$ cat src/rtl/quad_cmd_pkg.sv
// Shared definitions for the quadcopter command link: opcode encodings, the
// positive-acknowledge byte returned by the copter, and the state encoding of
// the remote-side command sender.
package quad_cmd_pkg;

  // Command opcodes carried in the first byte of every frame.
  typedef enum logic [7:0] {
    SET_PITCH  = 8'h02,
    SET_ROLL   = 8'h03,
    SET_YAW    = 8'h04,
    SET_THRST  = 8'h05,
    CALIBRATE  = 8'h06,
    EMER_LAND  = 8'h07,
    MOTORS_OFF = 8'h08
  } opcode_e;

  // Response byte the copter sends for an accepted command.
  localparam logic [7:0] POS_ACK = 8'hA5;

  // remote_cmd_send sequencing.
  typedef enum logic [2:0] {
    StIdle,
    StTxCmd,
    StTxHi,
    StTxLo,
    StWaitResp
  } send_state_e;

endpackage

$ cat src/rtl/resp_tmo_tmr.sv
// Response timeout timer: clearable up-counter that stops at CYCLES-1.
// Ports:
//   clk, rst_n  clock, asynchronous active-low reset
//   clr         synchronous clear to zero (has priority over en)
//   en          count enable
//   full        high while the count equals CYCLES-1
module resp_tmo_tmr #(
  parameter int unsigned CYCLES = 1_000_000
) (
  input  logic clk,
  input  logic rst_n,
  input  logic clr,
  input  logic en,
  output logic full
);

  localparam int unsigned W = ($clog2(CYCLES) > 0) ? $clog2(CYCLES) : 1;
  localparam logic [W-1:0] Last = W'(CYCLES - 1);

  logic [W-1:0] cnt_q, cnt_d;

  assign full = (cnt_q == Last);

  always_comb begin
    cnt_d = cnt_q;
    if (clr) begin
      cnt_d = '0;
    end else if (en && !full) begin
      cnt_d = cnt_q + W'(1);
    end
  end

  always_ff @(posedge clk or negedge rst_n) begin
    if (!rst_n) begin
      cnt_q <= '0;
    end else begin
      cnt_q <= cnt_d;
    end
  end

endmodule

$ cat src/rtl/remote_cmd_send.sv
// Remote-side command initiator. Latches an opcode and 16-bit payload, sends
// them as three bytes (cmd, data[15:8], data[7:0]) through the byte UART, then
// waits for the single response byte from the copter and reports it.
//
// Optional feature macro: RESP_TIMEOUT_EN
//   defined   - response timeout of TMO_CYCLES cycles, up to MAX_RETRY resends
//               of the latched frame, then a timeout pulse with resp = 8'h00.
//   undefined - WAIT_RESP waits indefinitely, timeout is tied low.
//
// Ports:
//   clk, rst_n          clock, asynchronous active-low reset
//   snd_cmd, cmd, data  request pulse with opcode/payload (accepted in IDLE only)
//   busy                high while a command is in flight
//   resp, resp_rdy      response byte and its one-cycle valid pulse
//   pos_ack             registered (resp == 8'hA5)
//   timeout             one-cycle pulse when retries are exhausted
//   tx_data, trmt       byte to transmit and start-transmit pulse
//   tx_done             transmitter finished the current byte
//   rx_rdy, rx_data     receiver holds a byte
//   clr_rx_rdy          one-cycle pulse consuming the received byte
module remote_cmd_send
  import quad_cmd_pkg::*;
#(
  parameter int unsigned TMO_CYCLES = 1_000_000,
  parameter int unsigned MAX_RETRY  = 2
) (
  input  logic        clk,
  input  logic        rst_n,
  input  logic        snd_cmd,
  input  logic [7:0]  cmd,
  input  logic [15:0] data,
  output logic        busy,
  output logic [7:0]  resp,
  output logic        resp_rdy,
  output logic        pos_ack,
  output logic        timeout,
  output logic [7:0]  tx_data,
  output logic        trmt,
  input  logic        tx_done,
  input  logic        rx_rdy,
  input  logic [7:0]  rx_data,
  output logic        clr_rx_rdy
);

  send_state_e state_q, state_d;

  logic [7:0]  cmd_q, cmd_d;
  logic [15:0] data_q, data_d;
  logic [7:0]  tx_data_q, tx_data_d;
  logic        trmt_q, trmt_d;
  logic        clr_rx_rdy_q, clr_rx_rdy_d;
  logic [7:0]  resp_q, resp_d;
  logic        pos_ack_q, pos_ack_d;
  logic        resp_rdy_q, resp_rdy_d;
  logic        in_tx;

`ifdef RESP_TIMEOUT_EN
  localparam int unsigned RetryW = (MAX_RETRY > 0) ? $clog2(MAX_RETRY + 1) : 1;
  localparam logic [RetryW-1:0] MaxRetry = RetryW'(MAX_RETRY);

  logic [RetryW-1:0] retry_q, retry_d;
  logic              timeout_q, timeout_d;
  logic              tmo_full;
  logic              in_wait;

  assign in_wait = (state_q == StWaitResp);

  // Held clear outside WAIT_RESP, so every entry starts a fresh count.
  resp_tmo_tmr #(
    .CYCLES (TMO_CYCLES)
  ) u_resp_tmo_tmr (
    .clk   (clk),
    .rst_n (rst_n),
    .clr   (!in_wait),
    .en    (in_wait),
    .full  (tmo_full)
  );

  assign timeout = timeout_q;
`else
  logic unused_cfg;
  assign unused_cfg = ^{32'(TMO_CYCLES), 32'(MAX_RETRY)};
  assign timeout    = 1'b0;
`endif

  assign in_tx = (state_q == StTxCmd) || (state_q == StTxHi) || (state_q == StTxLo);

  always_comb begin
    state_d      = state_q;
    cmd_d        = cmd_q;
    data_d       = data_q;
    tx_data_d    = tx_data_q;
    trmt_d       = 1'b0;
    clr_rx_rdy_d = 1'b0;
    resp_d       = resp_q;
    pos_ack_d    = pos_ack_q;
    resp_rdy_d   = 1'b0;
`ifdef RESP_TIMEOUT_EN
    retry_d      = retry_q;
    timeout_d    = 1'b0;
`endif

    // Stale/echo bytes during transmission are discarded. A clear already in
    // flight means the receiver has not dropped rx_rdy yet; do not clear twice.
    if (in_tx && rx_rdy && !clr_rx_rdy_q) begin
      clr_rx_rdy_d = 1'b1;
    end

    unique case (state_q)
      StIdle: begin
        if (snd_cmd) begin
          cmd_d     = cmd;
          data_d    = data;
          tx_data_d = cmd;
          trmt_d    = 1'b1;
          state_d   = StTxCmd;
`ifdef RESP_TIMEOUT_EN
          retry_d   = '0;
`endif
        end
      end
      StTxCmd: begin
        if (tx_done) begin
          tx_data_d = data_q[15:8];
          trmt_d    = 1'b1;
          state_d   = StTxHi;
        end
      end
      StTxHi: begin
        if (tx_done) begin
          tx_data_d = data_q[7:0];
          trmt_d    = 1'b1;
          state_d   = StTxLo;
        end
      end
      StTxLo: begin
        if (tx_done) begin
          state_d = StWaitResp;
        end
      end
      StWaitResp: begin
        // A byte whose clear is still in flight was a stale one from TX_LO.
        if (rx_rdy && !clr_rx_rdy_q) begin
          resp_d       = rx_data;
          pos_ack_d    = (rx_data == POS_ACK);
          resp_rdy_d   = 1'b1;
          clr_rx_rdy_d = 1'b1;
          state_d      = StIdle;
        end
`ifdef RESP_TIMEOUT_EN
        else if (tmo_full) begin
          if (retry_q < MaxRetry) begin
            retry_d   = retry_q + RetryW'(1);
            tx_data_d = cmd_q;
            trmt_d    = 1'b1;
            state_d   = StTxCmd;
          end else begin
            resp_d    = 8'h00;
            pos_ack_d = 1'b0;
            timeout_d = 1'b1;
            state_d   = StIdle;
          end
        end
`endif
      end
      default: state_d = StIdle;
    endcase
  end

  always_ff @(posedge clk or negedge rst_n) begin
    if (!rst_n) begin
      state_q      <= StIdle;
      cmd_q        <= 8'h00;
      data_q       <= 16'h0000;
      tx_data_q    <= 8'h00;
      trmt_q       <= 1'b0;
      clr_rx_rdy_q <= 1'b0;
      resp_q       <= 8'h00;
      pos_ack_q    <= 1'b0;
      resp_rdy_q   <= 1'b0;
`ifdef RESP_TIMEOUT_EN
      retry_q      <= '0;
      timeout_q    <= 1'b0;
`endif
    end else begin
      state_q      <= state_d;
      cmd_q        <= cmd_d;
      data_q       <= data_d;
      tx_data_q    <= tx_data_d;
      trmt_q       <= trmt_d;
      clr_rx_rdy_q <= clr_rx_rdy_d;
      resp_q       <= resp_d;
      pos_ack_q    <= pos_ack_d;
      resp_rdy_q   <= resp_rdy_d;
`ifdef RESP_TIMEOUT_EN
      retry_q      <= retry_d;
      timeout_q    <= timeout_d;
`endif
    end
  end

  assign busy       = (state_q != StIdle);
  assign resp       = resp_q;
  assign pos_ack    = pos_ack_q;
  assign resp_rdy   = resp_rdy_q;
  assign tx_data    = tx_data_q;
  assign trmt       = trmt_q;
  assign clr_rx_rdy = clr_rx_rdy_q;

endmodule

$ cat config.mk
export PLATFORM = sky130hd
export DESIGN_NAME = remote_cmd_send
export DESIGN_NICKNAME = d
export VERILOG_FILES = /design/src/rtl/quad_cmd_pkg.sv /design/src/rtl/resp_tmo_tmr.sv /design/src/rtl/remote_cmd_send.sv
export SDC_FILE = /design/constraint.sdc
export NUM_CORES = 1
export LEC_CHECK = 0
export ABC_CLOCK_PERIOD_IN_PS = 2050
export CORE_MARGIN = 2
export CORE_UTILIZATION = 50
export DETAILED_ROUTE_END_ITERATION = 8
export DONT_BUFFER_PORTS = 1
export GPL_TIMING_DRIVEN = 0
export PLACE_DENSITY = 0.68
export REMOVE_ABC_BUFFERS = 1
export SLEW_MARGIN = 20
export SYNTH_ARGS = -nofsm -noshare
export SYNTH_HDL_FRONTEND = slang
export SYNTH_SLANG_ARGS = --single-unit
$ cat constraint.sdc
create_clock -name clk -period 2.05 [get_ports clk]
set_input_delay 0.41 -clock clk [delete_from_list [all_inputs] [get_ports clk]]
set_output_delay 0.41 -clock clk [all_outputs]
set_load 0.1 [all_outputs]
# Yosys cells after proc, flatten, opt, wreduce, memory -nomap -nowiden
# Cells that the tools add are included.
# totals
register_bits	39
in_bits	37
output_inout_bits	22
# op_classes
n_eq_ne	10
n_mux	18
reduce_logical	14
# op_table
operator	n
$mux 8	3
$pmux 8 s3	1
$mux 3	5
$pmux 3 s5	1
$ne 2x2->1 const B	5
$eq 8x8->1 const B	1
$mux 1	7
$eq 3x2->1 const B	2
$reduce_bool 3->1	2
$reduce_and 5->1	1
$reduce_and 2->1	2
$reduce_and 4->1	1
$eq 3x1->1 const B	1
$eq 3x3->1 const B	1
$logic_and 1x1->1	3
$logic_not 3->1	1
$logic_or 1x1->1	2
$pmux 1 s2	1
$reduce_or 2->1	1
$logic_not 1->1	1

# Logic depth before layout (Yosys ltp)
# depth
word_depth	8
ltp_mapped	6
ltp_nobuf	4

# Worst setup path after synthesis
# No wires, ideal clock.
# synth_path
path_type	register to register
from	reg clr_rx_rdy_q, in the netlist clr_rx_rdy
to	reg resp_q[0], in the netlist resp[0]
setup_time_ns	0.126
arrival_time_ns	1.729
required_ns	1.924
slack_ns	0.195
path_stages_with_launch	5
n_path_buf	1
path_cell_list	dfrtp_1 nor2b_1 nand3_1 buf_2 mux2_2
# synth_via
elab_chain_cells	3
# synth_lines
element	line_no	rtl
from (decl)	remote_cmd_send.sv:51	logic clr_rx_rdy_q, clr_rx_rdy_d;
from (signal assigned)	remote_cmd_send.sv:191	clr_rx_rdy_q <= clr_rx_rdy_d;
$logic_not 1->1	remote_cmd_send.sv:143	if (rx_rdy && !clr_rx_rdy_q) begin
$logic_and 1x1->1	remote_cmd_send.sv:143	
$reduce_and 2->1 (no source line)	--	
to (signal assigned)	remote_cmd_send.sv:192	resp_q <= resp_d;
to (decl)	remote_cmd_send.sv:52	logic [7:0] resp_q, resp_d;
# Every way passes these cells.
# A chain may end at the register's enable or synchronous reset.

# Final worst setup path
# layout_path
from	reg state_q[2]
to	out busy
# layout_via
elab_chain_cells	1
# layout_lines
element	line_no	rtl
from (decl)	remote_cmd_send.sv:45	send_state_e state_q, state_d;
from (signal assigned)	remote_cmd_send.sv:172	state_q <= StIdle;
from (signal assigned)	remote_cmd_send.sv:186	state_q <= state_d;
$reduce_bool 3->1	remote_cmd_send.sv:202	assign busy = (state_q != StIdle);
to (decl)	remote_cmd_send.sv:32	output logic busy,
# Every way passes these cells.

==> reports/metrics.cfg <==
[sta]
clock.fmax_mhz=524.6
skew_ns=0.01284
setup_tns_ns=0
worstMarginPinSlew_ns=0.9329
setup_viol=0
rsz0062_at_grt=false
finalCriticalPeriod_ns=1.906
maxSlewViolCount=0
slew_headroom_pct=37.80
fin_crit_sh_pct=92.98
hold_violations=0

[worst_setup_path]
crit_path_cell_trace=or3_4
crit_slowest_cell=or3_4
critPathLaunchType=flip-flop
cp.arrival_ns=1.50
r2r-start=clr_rx_rdy
critical_path.max_fanout=18
cp-end-kind=output port
ff2ff_path_depth=3
worst_ep_required_time_ns=1.64
ff2ff_setup_slack_ns=0.25
crit_type=reg -> out
r2r-end=resp[0]
cpLargestDelayFamily=simple AND/OR/NAND/NOR gates
max_stage_delay_ns=0.59
critPathBufInv=0

[floorplanning]
initial_core_util_pct=52.49
fp.coreArea_mm2=0.003363
design.die.area_mm2=0.004022
ios=59
fp.dieH_um=63.42
die_w_um=63.42
num_rows=21

[clocking]
htree_num_levels=2
clk_latency_ns=0.35
clkSlewWorstSetupHoldPaths_ns=0.12
cts.sinks=39
cts_root_buf=clkbuf_4
clockBufferDepth=2
tritoncts=built
cts_setup_buffers=0
cts_buffers=5

[placed_design]
place_hpwl_mm=2.265
post-place-cells=164
place_area_mm2=0.001759
gp_congestion=0.7383
numPortBuffers=0

[drt]
drt-initial-drc-count=99
wl_met3_um=257
m1WireLength_mm=1.251
route.detailed.drc=0
wl_met2_mm=1.618
ant_nets=0
drt-wirelength-per-cell_um=18.22
top_layer=met4
drt_wl_total_mm=3.170
routed_via_density=5.644
vias=982
drt_pass1_iterations=3

[global_route]
grt_pass1_wl_mm=5.313
gr-total-overflow=0
grt_max_degree=40
antenna_found_initial=0
grtUsageTotal_pct=17.59
grt_pass1_vias=1079

[flow_run]
cap_violations=0

[yosys]
ys.flop_type=dfrtp_1
synth-edff-count=0
synth_top_area_cell=dfrtp_1
ys.warnings.count=0
yosys.area.top_type_share_pct=55.28
post_synth_num_cell_types=28
syn_area_per_cell_um2=13.90
yosysSeqAreaShare_pct=55.28
syn_inst=127
yosys-top-cells-count=dfrtp_1 (39), mux2_2 (19), a22oi_1 (8), mux2_4 (8), o2bb2ai_1 (8)
async_reset_ff_share_pct=100.0
synth.most_common_cell=dfrtp_1
synthTopCellsByArea=dfrtp_1 (55%), mux2_2 (12%), mux2_4 (6.8%), o2bb2ai_1 (4.0%), a22oi_1 (3.4%)
ys_ff_latch=39
syn_area_mm2=0.001765

[final_layout]
syn2layout_area_growth_pct=5.811
fin_nets=164
layout-drive-gt1-share_pct=33.59
antenna_cells=0
fin_cells=174
design_area_mm2=0.001868

[min_path]
hp-start=data[3]
min_path_cells=1
whs_endpoint=data_q[3]
hold_path_class=in -> reg

[status]
status=finished, final reports clean

## cell type report
| cell class | count | area, um^2 |
|---|---|---|
| tap | 46 | 57.56 |
| multi-input combinational | 76 | 721.9 |
| clock buffer | 8 | 68.82 |
| sequential | 39 | 978.4 |
| fill | 307 | 1495 |
| timing repair buffer | 2 | 30.03 |
| inverter | 3 | 11.26 |
## worst max-delay path by stage
stage / to / startpoint / depth (start not counted) / slack (ns)
3_3_place_gp: tx_data[3] / state_q[0] / 4 / 0.08
6_report: busy / state_q[2] / 1 / 0.14
2_1_floorplan: resp[0] / clr_rx_rdy / 3 / 0.19
5_1_grt: busy / state_q[2] / 1 / 0.08
4_1_cts: resp[2] / clr_rx_rdy / 3 / 0.002
3_5_place_dp: resp[4] / clr_rx_rdy / 3 / 0.03
## state kept, by name, summed over array words and instances, names as in the netlist
register	flops
state_q	3
clr_rx_rdy	1
tx_data	8
pos_ack	1
resp_rdy	1
trmt	1
data_q	16
resp	8
## per-stage QoR
step	setup WS, ns	hold slack [ns]	util (%)
detailed placement	0.02986	0.1157	52.31
global route	0.08255	0.1739	55.54
finish	0.1438	0.1906	55.54
CTS	0.002370	0.1821	55.43
floorplan	0.1856	0.1144	-
global placement	0.07699	0.1154	52.31
## cell usage in the layout (no fill, tap or decap), types with 3 or more instances in the layout
cell type	count
clkbuf_4	5
mux2_1	5
mux2_4	8
o2bb2ai_1	8
mux2_2	19
nand2_1	6
a22oi_1	8
dfrtp_1	37
inv_1	3
## kinds of logic (layout without fill, tap and decap cells)
group / count (synthesis) / in the layout / share of synthesized area (%)
simple gates: 19 / 19 / 7.229
buf+inv: 12 / 13 / 4.252
mux: 32 / 32 / 22.11
other cells: 1 / 1 / 0.2124
flops: 39 / 39 / 55.28
compound gates: 24 / 24 / 10.91
## metal layers
| metal | GRT usage [%] | vias to the layer above |
|---|---|---|
| li1 | - | 455 |
| met1 | 20.38 | 490 |
| met2 | 28.16 | 32 |
| met3 | 9.107 | 5 |
| met4 | 5.707 | 0 |
| met5 | 0 | - |
## repair_timing
item / 4_1_cts / 5_1_grt
endpoints found under the setup margin: 1 / 17
hold buffers: 2 / 0
resized for setup: 3 / 2
endpoints found under the hold margin: 39 / 0
cloned: 0 / 0
Power is not shown: default switching activity piles up to over one toggle a cycle in this logic, so the estimate is an artifact.
